===== src/rtl/reg_wb_sched.sv =====
// Write-back scheduler: arbitrates the register-file write port between ALU and
// load results and tracks outstanding loads for RAW hazard detection.
module reg_wb_sched #(
  parameter  int DEPTH = 16,
  localparam int WIDTH = 64,
  localparam int ADDRW = $clog2(DEPTH)
) (
  input  logic             clk,
  input  logic             rst,
  input  logic             alu_valid,
  output logic             alu_ready,
  input  logic [ADDRW-1:0] alu_addr,
  input  logic [WIDTH-1:0] alu_data,
  input  logic             mem_valid,
  output logic             mem_ready,
  input  logic [ADDRW-1:0] mem_addr,
  input  logic [WIDTH-1:0] mem_data,
  input  logic             ld_issue,
  input  logic [ADDRW-1:0] ld_addr,
  input  logic [ADDRW-1:0] q0_addr,
  input  logic [ADDRW-1:0] q1_addr,
  output logic             q0_busy,
  output logic             q1_busy,
  output logic             rf_en,
  output logic [ADDRW-1:0] rf_addr,
  output logic [WIDTH-1:0] rf_data,
  output logic             sb_err
);

  localparam logic [ADDRW-1:0] ZERO_ADDR = {ADDRW{1'b0}};
  localparam logic [DEPTH-1:0] ONE_HOT0  = {{(DEPTH-1){1'b0}}, 1'b1};

  logic             prio_r;      // 0: ALU wins a tie, 1: MEM wins a tie
  logic             prio_nxt_s;
  logic             alu_gnt_s;
  logic             mem_gnt_s;
  logic             wr_en_s;
  logic [ADDRW-1:0] wr_addr_s;
  logic [WIDTH-1:0] wr_data_s;
  logic [DEPTH-1:0] pend_r;
  logic [DEPTH-1:0] pend_nxt_s;
  logic [DEPTH-1:0] set_mask_s;
  logic [DEPTH-1:0] clr_mask_s;
  logic             err_s;

  // Grant selection and round-robin priority update
  always_comb begin
    alu_gnt_s  = 1'b0;
    mem_gnt_s  = 1'b0;
    prio_nxt_s = prio_r;
    if (alu_valid && mem_valid) begin
      alu_gnt_s  = ~prio_r;
      mem_gnt_s  = prio_r;
      prio_nxt_s = ~prio_r;
    end else begin
      alu_gnt_s  = alu_valid;
      mem_gnt_s  = mem_valid;
    end
  end

  assign alu_ready = alu_gnt_s;
  assign mem_ready = mem_gnt_s;

  // Select the granted write; register 0 is hardwired so such writes are dropped
  always_comb begin
    wr_addr_s = alu_addr;
    wr_data_s = alu_data;
    if (mem_gnt_s) begin
      wr_addr_s = mem_addr;
      wr_data_s = mem_data;
    end else begin
      wr_addr_s = alu_addr;
      wr_data_s = alu_data;
    end
    wr_en_s = (alu_gnt_s || mem_gnt_s) && (wr_addr_s != ZERO_ADDR);
  end

  // Scoreboard next state: a new load marking wins over a same-cycle load return
  always_comb begin
    set_mask_s = (ld_issue && (ld_addr != ZERO_ADDR)) ? (ONE_HOT0 << ld_addr) : {DEPTH{1'b0}};
    clr_mask_s = mem_gnt_s ? (ONE_HOT0 << mem_addr) : {DEPTH{1'b0}};
    pend_nxt_s = ((pend_r & ~clr_mask_s) | set_mask_s) & ~ONE_HOT0;
    err_s      = ld_issue && (ld_addr != ZERO_ADDR) && pend_r[ld_addr]
                 && !(mem_gnt_s && (mem_addr == ld_addr));
  end

  // Priority, scoreboard and sticky error state
  always_ff @(posedge clk) begin
    if (rst) begin
      prio_r <= 1'b0;
      pend_r <= {DEPTH{1'b0}};
      sb_err <= 1'b0;
    end else begin
      prio_r <= prio_nxt_s;
      pend_r <= pend_nxt_s;
      sb_err <= sb_err | err_s;
    end
  end

  // Registered write stage toward the register file
  always_ff @(posedge clk) begin
    if (rst) begin
      rf_en   <= 1'b0;
      rf_addr <= ZERO_ADDR;
      rf_data <= {WIDTH{1'b0}};
    end else begin
      rf_en <= wr_en_s;
      if (wr_en_s) begin
        rf_addr <= wr_addr_s;
        rf_data <= wr_data_s;
      end
    end
  end

  // A write still sitting in the rf stage is not yet visible in the register file
  assign q0_busy = (q0_addr != ZERO_ADDR) && (pend_r[q0_addr] || (rf_en && (rf_addr == q0_addr)));
  assign q1_busy = (q1_addr != ZERO_ADDR) && (pend_r[q1_addr] || (rf_en && (rf_addr == q1_addr)));

endmodule

===== config.mk =====
export PLATFORM = sky130hd
export DESIGN_NAME = reg_wb_sched
export DESIGN_NICKNAME = d
export VERILOG_FILES = /design/src/rtl/reg_wb_sched.sv
export SDC_FILE = /design/constraint.sdc
export NUM_CORES = 1
export LEC_CHECK = 0
export ABC_AREA = 0
export BUFFER_PORTS_ARGS = -buffer_cell sky130_fd_sc_hd__clkbuf_2
export CAP_MARGIN = 20
export CORE_MARGIN = 5
export CORE_UTILIZATION = 42
export DETAILED_ROUTE_END_ITERATION = 6
export PLACE_DENSITY = 0.75
export SYNTH_ARGS = -nofsm -noshare
export SYNTH_HDL_FRONTEND = slang
export SYNTH_SLANG_ARGS = --single-unit

===== constraint.sdc =====
create_clock -name clk -period 1.5 [get_ports clk]
set_input_delay 0.075 -clock clk [delete_from_list [all_inputs] [get_ports clk]]
set_output_delay 0.075 -clock clk [all_outputs]
set_load 0.03 [all_outputs]

==> qor.yml <==
critical_path:
  cp-end-kind: "primary output"
  cp.arrival_ns: 1.80
  cp_max_fo: 3
  critPathLaunchType: "flip-flop"
  worstSetupPathType: "flip-flop to primary output"
  critPathRequiredTime_ns: 1.42
floorplanning:
  start_util: 0.425
  core.rowCount: 38
  pin_count: 227
  die_w_um: 114
  core-area_um2: 10800
  die_y_um: 114
  die_area_um2: 13100
power_and_ir_drop:
  internal_power_mw: 4.54
  peakVddDrop_mv: 0.495
  p_clk_frac: 0.245
  power_switching_mw: 2.46
  seqPwrFrac: 0.377
  powerDensity_nw_per_um2: 789
  p_comb_frac: 0.378
  p_leak_nw: 3.92
  p_sw_frac: 0.351
grt:
  antenna_found_initial: 2
  grt_pass1_vias: 6446
  gr-total-overflow: 0
  grt_use_total: 0.316
  grt_pass1_wl_um: 32900
  grt_max_degree: 32
synthesis:
  yosysMostFrequentCell: "nand2_1"
  synth_edf_count: 0
  syn_inst: 542
  syn-cell-area_um2: 4590
  synth-seq-cells: 86
  synth_top_area_cell: "dfxtp_1"
  synthTopCellsByCount: "nand2_1, dfxtp_1, nor2_1"
  syn-num-nets: 695
  synth_sequential_area_ratio: 0.375
  postSynthAreaPerCell_um2: 8.46
  yosysTopAreaCellShare: 0.375
  ys.flop_type: "dfxtp_1"
  ys_types: 42
  synth-async-reset-ratio: 0
  ys_top_cells_by_area: "dfxtp_1, a311oi_2, nand2_1"
  yosys_warnings: 0
clocking:
  cts_tree: "built"
  cts_buffers: 9
  cts_root_buf: "clkbuf_8"
  clk_pin_slew_worst_paths_ns: 0.10
  insertion_delay_ns: 0.36
  numClockSinks: 86
  cts.htree.levels: 3
  clockBufferDepth: 2
place:
  dp_cells: 902
  place_hpwl_um: 11200
  dpl_cell_area_um2: 6070
  port_buffers: 226
  gp_congestion: 0.900
layout:
  final_cell_area_um2: 8870
  multi_input_area_um2: 3000
  area_growth_pct: 93.5
  nFillCells: 589
  drive_above_1_share: 0.511
  nNetsFinal: 1098
  regArea_um2: 1730
  layout.cells.non_filler: 1092
  final_util: 0.822
timing:
  rsz0062_at_grt: "true"
  setup_viol: 71
  clock_skew_ns: 0.0146
  slew_headroom: 0.702
  period_minus_slack_ns: 1.87
  max_freq_mhz: 535
  slew_viol_final: 0
  tightestPinTransition_ns: 0.447
  post-route-period-util: 1.25
  final.setup.worst_slack_ns: -0.370
  hold_viol: 0
drt:
  vias_per_cell: 5.59
  drtIter0Drc: 674
  dr.pass1.iters: 5
  wl_um: 22600
  vias: 6105
  route.detailed.drc: 0
  antenna_left: 0
  wl_per_cell_um: 20.7
flow_run:
  drv_cap: 0
status:
  status: "complete, but fails checks"
  failed_checks: "setup timing"
hold_path:
  worstHoldPathType: "primary input to flip-flop"
==> final timing paths <==
check	startpoint	end	slack, ns	depth (start not counted)
worst min-delay path	alu_data[51]	rf_data[51]	0.02	3
worst max register to register	prio_r	rf_data[45]	-0.29	10
worst min register to register	rf_data[11]	rf_data[11]	0.52	2
worst max-delay path	pend_r[10]	q1_busy	-0.37	5
==> cells in the final DEF (no fill, tap or decap), types with 10 or more instances in the layout <==
cell	instances
clkbuf_2	221
nand2_1	150
dlygate4sd3_1	122
dfxtp_1	80
a311oi_2	60
nor2_2	40
buf_4	39
buf_12	22
nor2_1	20
a21oi_1	17
nor2_4	14
buf_6	13
clkbuf_8	12
mux2i_1	11
buf_8	10
==> state kept, by name, summed over array words and instances (netlist names) <==
signal   cells
pend_r      15
rf_en        1
rf_data     64
sb_err       1
rf_addr      4
prio_r       1
==> stage by stage <==
step,power (mW),setup slack [ns],hold slack [ns],setup TNS [ns]
2_1_floorplan,3.73,-0.0377,0.234,-2.07
3_3_place_gp,4.30,-0.262,0.327,-11.94
3_5_place_dp,4.35,-0.348,0.335,-14.73
4_1_cts,6.79,-0.377,0.000417,-11.12
5_1_grt,7.27,-0.568,0.00764,-18.17
6_report,7.00,-0.370,0.0197,-12.91
==> final cells by class <==
class / count / share of cell area
well taps: 140 / 0.0197
multi-input cells: 402 / 0.338
clock inverters: 5 / 0.00677
flip-flops and latches: 86 / 0.195
repair buffers: 442 / 0.422
diodes: 3 / 0.000846
inverters: 4 / 0.00197
clock buffers: 10 / 0.0155
==> worst max-delay path: stages (launching register included) <==
cell,delay (ns)
dfxtp_2,0.35
mux4_2,0.45
mux2_4,0.29
a21oi_2,0.13
o21ai_2,0.07
clkbuf_8,0.16
==> cell families after synthesis <==
group,share of synthesized area
AO/OA/AOI/OAI,0.261
XOR/XNOR,0.0210
buffers and inverters,0.0557
flip-flops,0.375
multiplexers,0.0655
AND/OR/NAND/NOR,0.221
==> metal layers <==
metal | up-vias | part of all wire | global-route usage
li1 | 2734 | - | -
met4 | 0 | 0.054 | 0.161
met3 | 120 | 0.080 | 0.0708
met2 | 403 | 0.51 | 0.566
met5 | - | 0 | 0
met1 | 2848 | 0.35 | 0.348
==> power groups by stage <==
stage / combinational [mW] / clock [mW] / sequential (mW)
2_1_floorplan: 0.764 / 0 / 2.96
3_3_place_gp: 1.67 / 0 / 2.63
3_5_place_dp: 1.71 / 0 / 2.64
4_1_cts: 2.47 / 1.71 / 2.61
5_1_grt: 2.78 / 1.83 / 2.66
6_report: 2.65 / 1.72 / 2.64
==> repair_timing <==
item	4_1_cts	5_1_grt
resized for setup	126	72
setup endpoints to repair	87	86
endpoints found under the hold margin	63	0
gates cloned	17	2
pin swaps	44	27
hold buffers	122	0
buffers inserted	32	15
No activity file was read; power rests on OpenSTA's default activity.
